### config.mk
export PLATFORM = sky130hd
export DESIGN_NAME = vga_timing_gen
export DESIGN_NICKNAME = d
export VERILOG_FILES = /design/src/rtl/vga_timing_pkg.sv /design/src/rtl/pix_tick_gen.sv /design/src/rtl/vga_timing_gen.sv
export SDC_FILE = /design/constraint.sdc
export NUM_CORES = 1
export LEC_CHECK = 0
export ABC_AREA = 1
export BUFFER_PORTS_ARGS = -buffer_cell sky130_fd_sc_hd__buf_4
export CORE_MARGIN = 1.5
export CORE_UTILIZATION = 55
export DETAILED_ROUTE_END_ITERATION = 6
export PLACE_DENSITY = 0.83
export RECOVER_POWER = 25
export SLEW_MARGIN = 30
export SYNTH_ARGS = -nofsm -noshare
export SYNTH_HDL_FRONTEND = slang
export SYNTH_SLANG_ARGS = --single-unit
### constraint.sdc
create_clock -name iClk -period 4.02 [get_ports iClk]
set_clock_uncertainty 0.15 [all_clocks]
set_input_delay 0.201 -clock iClk [delete_from_list [all_inputs] [get_ports iClk]]
set_output_delay 0.201 -clock iClk [all_outputs]
set_load 0.02 [all_outputs]
### src/rtl/vga_timing_pkg.sv
// -----------------------------------------------------------------------------
// vga_timing_pkg
//   Shared 640x480@60 timing constants and small helpers. The timing
//   generator and the pattern modules both take their H_TOT, V_TOT and
//   COLOR_SIZE defaults from here, so the counter widths match on both sides.
// -----------------------------------------------------------------------------
package vga_timing_pkg;

    // Horizontal timing, in pixels
    localparam int unsigned DEF_H_ACTIVE   = 640;
    localparam int unsigned DEF_H_FP       = 16;
    localparam int unsigned DEF_H_SYNC     = 96;
    localparam int unsigned DEF_H_TOT      = 800;

    // Vertical timing, in lines
    localparam int unsigned DEF_V_ACTIVE   = 480;
    localparam int unsigned DEF_V_FP       = 10;
    localparam int unsigned DEF_V_SYNC     = 2;
    localparam int unsigned DEF_V_TOT      = 525;

    // System clocks per pixel and colour width
    localparam int unsigned DEF_CLK_DIV    = 4;
    localparam int unsigned DEF_COLOR_SIZE = 12;

    // Counter widths derived from the default totals, for pattern modules
    localparam int unsigned DEF_H_W = $clog2(DEF_H_TOT);
    localparam int unsigned DEF_V_W = $clog2(DEF_V_TOT);

    // True when lo <= pos < lo + len. Positions are zero-extended to 32 bits
    // by the caller so every comparison is unsigned.
    function automatic logic in_window(input logic [31:0] pos,
                                       input int unsigned lo,
                                       input int unsigned len);
        return (pos >= lo) && (pos < (lo + len));
    endfunction

endpackage

### src/rtl/pix_tick_gen.sv
// -----------------------------------------------------------------------------
// pix_tick_gen
//   Free-running prescaler 0..CLK_DIV-1. oTick is high for the one system
//   clock in which the prescaler sits at CLK_DIV-1, so after reset release
//   the first tick is consumed on the CLK_DIV-th rising edge.
//
// Ports
//   iClk    in   system clock
//   iRst_n  in   asynchronous active-low reset
//   oTick   out  one-clock strobe, once every CLK_DIV clocks
// -----------------------------------------------------------------------------
module pix_tick_gen #(
    parameter int unsigned CLK_DIV = 4
) (
    input  logic iClk,
    input  logic iRst_n,
    output logic oTick
);

    // A 1-bit prescaler is kept even for CLK_DIV=1; it then never leaves 0.
    localparam int unsigned PW = (CLK_DIV > 1) ? $clog2(CLK_DIV) : 1;
    localparam logic [PW-1:0] LAST = PW'(CLK_DIV - 1);

    logic [PW-1:0] presc;

    always_ff @(posedge iClk or negedge iRst_n) begin
        if (!iRst_n) begin
            presc <= '0;
        end else if (presc == LAST) begin
            presc <= '0;
        end else begin
            presc <= presc + 1'b1;
        end
    end

    // Gated by reset: with CLK_DIV=1 the prescaler is always at LAST, yet
    // the strobe must read 0 while reset is held.
    assign oTick = iRst_n && (presc == LAST);

endmodule

### src/rtl/vga_timing_gen.sv
// -----------------------------------------------------------------------------
// vga_timing_gen
//   VGA raster timing: pixel/line counters advanced by a prescaled pixel tick,
//   sync/active decode, and a one-pixel output register stage. The pattern
//   modules see (oCountH, oCountV) and answer with iDraw/iColor for that
//   position; the answer is captured on the same tick that advances the
//   counters, so oHS/oVS/oColor trail the counters by exactly one pixel.
//
// Ports
//   iClk         in   system clock, all state on its rising edge
//   iRst_n       in   asynchronous active-low reset
//   oCountH      out  current pixel column
//   oCountV      out  current line
//   oPixTick     out  one-clock strobe per pixel advance
//   oFrameStart  out  one-clock strobe after the counters enter (0,0)
//   iDraw        in   draw flag for (oCountH, oCountV)
//   iColor       in   colour for (oCountH, oCountV)
//   oHS, oVS     out  active-low sync
//   oColor       out  registered, blanked colour
// -----------------------------------------------------------------------------
module vga_timing_gen
    import vga_timing_pkg::*;
#(
    parameter int unsigned H_ACTIVE   = DEF_H_ACTIVE,
    parameter int unsigned H_FP       = DEF_H_FP,
    parameter int unsigned H_SYNC     = DEF_H_SYNC,
    parameter int unsigned H_TOT      = DEF_H_TOT,
    parameter int unsigned V_ACTIVE   = DEF_V_ACTIVE,
    parameter int unsigned V_FP       = DEF_V_FP,
    parameter int unsigned V_SYNC     = DEF_V_SYNC,
    parameter int unsigned V_TOT      = DEF_V_TOT,
    parameter int unsigned CLK_DIV    = DEF_CLK_DIV,
    parameter int unsigned COLOR_SIZE = DEF_COLOR_SIZE
) (
    input  logic                       iClk,
    input  logic                       iRst_n,
    output logic [$clog2(H_TOT)-1:0]   oCountH,
    output logic [$clog2(V_TOT)-1:0]   oCountV,
    output logic                       oPixTick,
    output logic                       oFrameStart,
    input  logic                       iDraw,
    input  logic [COLOR_SIZE-1:0]      iColor,
    output logic                       oHS,
    output logic                       oVS,
    output logic [COLOR_SIZE-1:0]      oColor
);

    localparam int unsigned HW = $clog2(H_TOT);
    localparam int unsigned VW = $clog2(V_TOT);
    localparam logic [HW-1:0] H_LAST = HW'(H_TOT - 1);
    localparam logic [VW-1:0] V_LAST = VW'(V_TOT - 1);

    // ------------------------------------------------------------------
    // Pixel tick
    // ------------------------------------------------------------------
    logic pix_tick;

    pix_tick_gen #(
        .CLK_DIV (CLK_DIV)
    ) u_pix_tick_gen (
        .iClk   (iClk),
        .iRst_n (iRst_n),
        .oTick  (pix_tick)
    );

    assign oPixTick = pix_tick;

    // ------------------------------------------------------------------
    // Decode of the current (pre-increment) position
    // ------------------------------------------------------------------
    logic        h_last;
    logic        v_last;
    logic [31:0] h_pos;
    logic [31:0] v_pos;
    logic        active;
    logic        hs_win;
    logic        vs_win;

    assign h_last = (oCountH == H_LAST);
    assign v_last = (oCountV == V_LAST);
    assign h_pos  = 32'(oCountH);
    assign v_pos  = 32'(oCountV);

    assign active = (h_pos < H_ACTIVE) && (v_pos < V_ACTIVE);
    assign hs_win = in_window(h_pos, H_ACTIVE + H_FP, H_SYNC);
    assign vs_win = in_window(v_pos, V_ACTIVE + V_FP, V_SYNC);

    // ------------------------------------------------------------------
    // Counters and frame-start strobe
    // ------------------------------------------------------------------
    // first_tick makes the very first pixel after reset announce a frame,
    // since the counters sit at (0,0) without having wrapped into it.
    logic first_tick;

    always_ff @(posedge iClk or negedge iRst_n) begin
        if (!iRst_n) begin
            oCountH     <= '0;
            oCountV     <= '0;
            oFrameStart <= 1'b0;
            first_tick  <= 1'b1;
        end else begin
            oFrameStart <= 1'b0;
            if (pix_tick) begin
                oCountH     <= h_last ? '0 : oCountH + 1'b1;
                if (h_last) begin
                    oCountV <= v_last ? '0 : oCountV + 1'b1;
                end
                oFrameStart <= first_tick | (h_last & v_last);
                first_tick  <= 1'b0;
            end
        end
    end

    // ------------------------------------------------------------------
    // Output stage: captures the decode of the position being left, so
    // iDraw/iColor are only looked at in tick clocks.
    // ------------------------------------------------------------------
    always_ff @(posedge iClk or negedge iRst_n) begin
        if (!iRst_n) begin
            oHS    <= 1'b1;
            oVS    <= 1'b1;
            oColor <= '0;
        end else if (pix_tick) begin
            oHS    <= ~hs_win;
            oVS    <= ~vs_win;
            oColor <= (active && iDraw) ? iColor : '0;
        end
    end

endmodule
**Yosys cells after proc, flatten, opt, wreduce, memory -nomap -nowiden**

Index checks and enable logic that the tools add are counted.

- Flip-flop bits (word level): 38
- Input port bits: 15
- Output and inout bits: 36
- Logic and storage cells: 35

- Add/sub/neg operators: 3
- $lt $le $gt $ge: 6
- Equality and inequality tests: 3
- Muxes and demuxes: 5
- Bitwise operators: 4
- Reductions and logical operators: 6

Operator list:

| cell | count |
|---|---|
| adder 10 x 1 -> 10 bit, second input constant | 2 |
| equality test 10 bit, second input constant | 2 |
| less-than comparator 10 bit, second input constant | 2 |
| less-than comparator 10 x 9 -> 1 bit, second input constant | 2 |
| 2-to-1 mux 10 bit | 2 |
| 2-to-1 mux 12 bit | 1 |
| >= comparator 10 bit, second input constant | 1 |
| >= comparator 10 x 9 -> 1 bit, second input constant | 1 |
| logical AND 1 bit | 5 |
| adder 2 x 1 -> 2 bit, second input constant | 1 |
| equality test 2 bit, second input constant | 1 |
| 2-to-1 mux 2 bit | 1 |
| NOT 1 bit | 2 |
| AND reduction 2 bit | 1 |
| bitwise AND 1 bit | 1 |
| 2-to-1 mux 1 bit | 1 |
| OR 1 bit | 1 |

**Depth between registers and ports, before layout**

- Depth after elaboration: 4
- Mapped depth: 8
- Depth with buffers taken out: 8

**Modules after synthesis**

Synthesis repeated with hierarchy kept, for this count alone.

- Cells, all modules: 239
- Area, all modules: 1913.1 µm²

Modules (own cells, without submodules):

| module | instances | cells an instance | area each (µm²) | sequential area each (µm²) |
|---|---|---|---|---|
| vga_timing_gen | 1 | 233 | 1839.3 | 904.6 |
| pix_tick_gen | 1 | 6 | 73.8 | 50.0 |

**Worst setup path before layout**

Ideal clock, no wire load.

- Kind: register to register
- Start: register oCountH[0]
- End: register oCountV[5]
- Setup time: 122 ps
- Arrival time: 1406 ps
- Path slack: 2342 ps
- Cell stages (with the launch flop): 9
- Buffers on the path: 0
- Clock period less this slack: 1678 ps
- Path through: dfrtp_1 > ha_1 > inv_1 > nor2_2 > nand4_4 > nor2_8 > inv_6 > nand2_1 > o21ai_2

- Word-level cells in the longest chain between the ends: 2

Ends and longest elaborated chain:

| what | line | text |
|---|---|---|
| start, declared | vga_timing_gen.sv:37 | `output logic [$clog2(H_TOT)-1:0] oCountH,` |
| start signal, assigned | vga_timing_gen.sv:104 | `oCountH <= h_last ? '0 : oCountH + 1'b1;` |
| equality test 10 bit | vga_timing_gen.sv:79 | `assign h_last = (oCountH == H_LAST);` |
| AND reduction 2 bit (no source line) | - |  |
| end signal, assigned | vga_timing_gen.sv:106 | `oCountV <= v_last ? '0 : oCountV + 1'b1;` |
| end, declared | vga_timing_gen.sv:38 | `output logic [$clog2(V_TOT)-1:0] oCountV,` |

No other way between the ends.
A chain may end at the register's enable or synchronous reset.

**Worst setup path after layout**

- Start: input iRst_n
- End: output oPixTick

- Word-level cells in the longest chain between the ends: 1

Ends and longest elaborated chain:

| what | line | text |
|---|---|---|
| start, declared | vga_timing_gen.sv:36 | `input logic iRst_n,` |
| logical AND 1 bit | pix_tick_gen.sv:38 | `assign oTick = iRst_n && (presc == LAST);` |
| end, declared | vga_timing_gen.sv:39 | `output logic oPixTick,` |

No other way between the ends.

==> summary.md <==
| Metric | Value |
|---|---|
| Slowest Stage Delay on Critical Path | 0.60 ns |
| Vias in the first global route | 1716 |
| Post-synthesis mux area share | 0% |
| Post-route clock period utilization | about two thirds |
| Hold WS | 0.171 ns |
| Power Density | between 300 and 400 nW/um2 |
| Area share of the largest cell type after synthesis | 45.0% |
| Cell Chain, Critical Path | dlygate4sd3_1, buf_4, nand2_4, clkinv_1, buf_4 |
| RSZ-0062 raised after global routing | false |
| Global-route wire length before repair | 7860 um |
| Sum of negative setup slack | 0 ns |
| Commonest non-fill, non-tap cell in the layout | nand2_1 |
| Share of power burned in registers | between 40% and 50% |
| Post-cts resize count | 0 |
| Top cells by area, synth | dfrtp_1, nand2_1, nand3_1, nor2_1, dfstp_2 |
| Final net count | 314 |
| Sink Count | 38 |
| Initial Util | 57.8% |
| Yosys top cell by area | dfrtp_1 |
| LEAKAGE | ~1.4 nW |
| Critical path type | in2out |
| Hold WC Path Type | in2reg |
| Fill cell count | 246 |
| Worst-Margin Slew | 0.737 ns |
| Die W | 62.5 um |
| Crit start category | primary input |
| I/O pin cnt | around 50 |
| Yosys Warn Count | 0 |
| Clock root cell | clkbuf_4 |
| Row count | 21 |
| Buf/Inv on CP | 4 |
| DP HPWL | 2960 um |
| Routed Antenna Nets | 0 |
| Die ar. | 3900 um2 |
| Simple-gate portion of the synthesized area | approximately 33% |
| GRT Overall Usage | 25.6% |
| First drt pass iteration count | 4 |
| Arrival time worst endpoint | 2.35 ns |
| Switching Share | 27.8% |
| Mapped cell area | 1950 um2 |
| CP Max Fanout | 39 |
| Final wirelength | 4690 um |
| GP Congestion | roughly 0.86 |
| Peak supply drop | about 0.30 mV |
| Switch Pwr | 0.000268 W |
| Synthesized instance count | 230 |
| Cts bufs inserted | 5 |
| Status | complete, no violations |
| Vias/cell | between 5 and 6 |
| Wire per inst | roughly 14 um |
| Largest net degree at the start of global routing | 40 |
| Commonest non-fill, non-tap cells in the layout | nand2_1, buf_4, dfrtp_1, nand3_1, nor2_1 |
| Max-slew violation count | 0 |
| Final hold viol count | 0 |
| Final count of negative-setup-slack endpoints | 0 |
| CTS tree | built |
| Largest family of logic cells by synthesized area | simple AND/OR/NAND/NOR gates |
| Clock Path Buffers | 2 |
| FMAX | 371 MHz |
| Multi-input gate area | 876 um2 |
| # H-tree levels | 2 |
| Internal | 0.000694 W |
| Diode count | 0 |
| Layout cells sized above 1 | 25.1% |
| Synth Area in Adders | 3.22% |
| Clock Latency Late Sink | 0.36 ns |
| Clk network pwr share | 35.5% |
| Sequential Area | 955 um2 |
| DRC | 0 |
| Vias | 1794 |
| Relative slew margins | 50.6% |
| Unique masters post-synth | 31 |
| Post-synthesis compound-gate area fraction | between 4 and 5% |
| Core Area | 3360 um2 |
| Area grow syn2layout | 33.1% |
| Cell family with most CP delay | buffers and inverters |
| Combinational share of power | 17.6% |
| Die H | 62.5 um |
| Mean area per synthesized cell | roughly 8.5 um2 |
| Syn nets | 250 |
| Post-synthesis xor/xnor area fraction | 3.60% |
| CTS clock-pin slew for the worst setup and hold paths | 0.11 ns |
| CP max-delay cell | clkinv_1 |
| Worst EP required | 3.67 ns |
| GRT Residual Overflow | 0 |
| Seq/Total Area, Yosys | 49.1% |
| Total chip power | 0.000962 W |
| Total of max-cap violations | 0 |
| Antenna violations before repair | 0 |
| Final min period | approximately 2.7 ns |
| Crit path top cell by count | buf_4 |
| Element type at the critical path end | output port |
| 1st-iter DRT viols | roughly 140 |
| Synth Register Bits | 38 |
| I/O Buffers | 50 |
==> worst register-to-register path: cells and delay by family (launching register included) <==
family / cells / cell delay (ns)
DFF: 1 / 0.40
and+or+nand+nor: 5 / 0.92
adders and majority gates: 1 / 0.24
buffers and inverters: 1 / 0.61
==> final timing paths <==
path | startpoint | to | slack [ns] | depth (start not counted)
max in group asynchronous | iRst_n | first_tick$_DFFE_PN1P_ | 3.16 | 2
hold reg to reg | u_pix_tick_gen.presc[0]$_DFF_PN0_ | u_pix_tick_gen.presc[0]$_DFF_PN0_ | 0.29 | 1
setup / recovery | iRst_n | oPixTick | 1.32 | 5
setup reg to reg | u_pix_tick_gen.presc[0]$_DFF_PN0_ | oCountV[7]$_DFFE_PN0P_ | 1.60 | 7
hold / removal | iDraw | oColor[3]$_DFFE_PN0P_ | 0.17 | 5
min in group asynchronous | iRst_n | oCountV[5]$_DFFE_PN0P_ | 0.20 | 2
==> synth_stat cells (all sizes together) <==
library cell  number
a21oi              1
nand3b             1
xnor2              2
nand4              8
buf                5
nor2              29
inv               20
a41oi              2
dfstp              3
nand2             62
ha                 5
o22ai              1
clkinv             1
nand3             29
xor2               6
clkbuf             1
nor3               9
o21ai              9
dfrtp             35
a22oi              1
==> stage by stage <==
stage,std cells,area (um2),util [%],setup WS [ns]
finish,341,2590,77.0,1.32
global route,341,2590,77.0,1.15
CTS,341,2590,77.0,1.31
detailed placement,320,2350,69.8,1.64
global placement,320,2350,69.8,1.72
floorplan,230,1950,-,2.34
==> per-layer routing <==
metal	track usage (%)	wire length (um)
met5	0	0
met3	5.23	237
met1	32.5	1960
met2	43.5	2400
met4	9.17	95
==> area by class of cell <==
class                      count  area share [%]
timing repair buffer          63            19.5
clock inverter                 2            2.32
sequential                    38            36.9
inverter                      21            3.24
tap                           46            2.22
multi-input combinational    165            33.8
clock buffer                   6            1.98
==> power groups by stage <==
stage	clock, W	combinational [W]	sequential [W]
after floorplan	0	0.0000521	0.000483
after global placement	0	0.000157	0.000456
after detailed placement	0	0.000159	0.000455
after CTS	0.000342	0.000170	0.000449
after global routing	0.000360	0.000183	0.000456
final	0.000341	0.000170	0.000450
==> cell families (layout without fill, tap and decap cells) <==
logic type	Yosys count	count (layout)
AO/OA/AOI/OAI	14	14
XOR/XNOR	8	8
adder cells (fa/ha/maj)	5	5
buffers and inverters	27	92
flip-flops	38	38
AND/OR/NAND/NOR	138	138
==> sequential cells by signal (all words and copies together) (netlist names) <==
register	flops
oColor	12
oCountH	10
oCountV	10
u_pix_tick_gen.presc	2
first_tick	1
oFrameStart	1
oHS	1
oVS	1
==> what timing repair did <==
item	CTS	global route
setup buffers	0	0
hold endpoints to repair	47	0
hold buffers	13	0
Note: power is estimated with default switching activity, not from simulation.
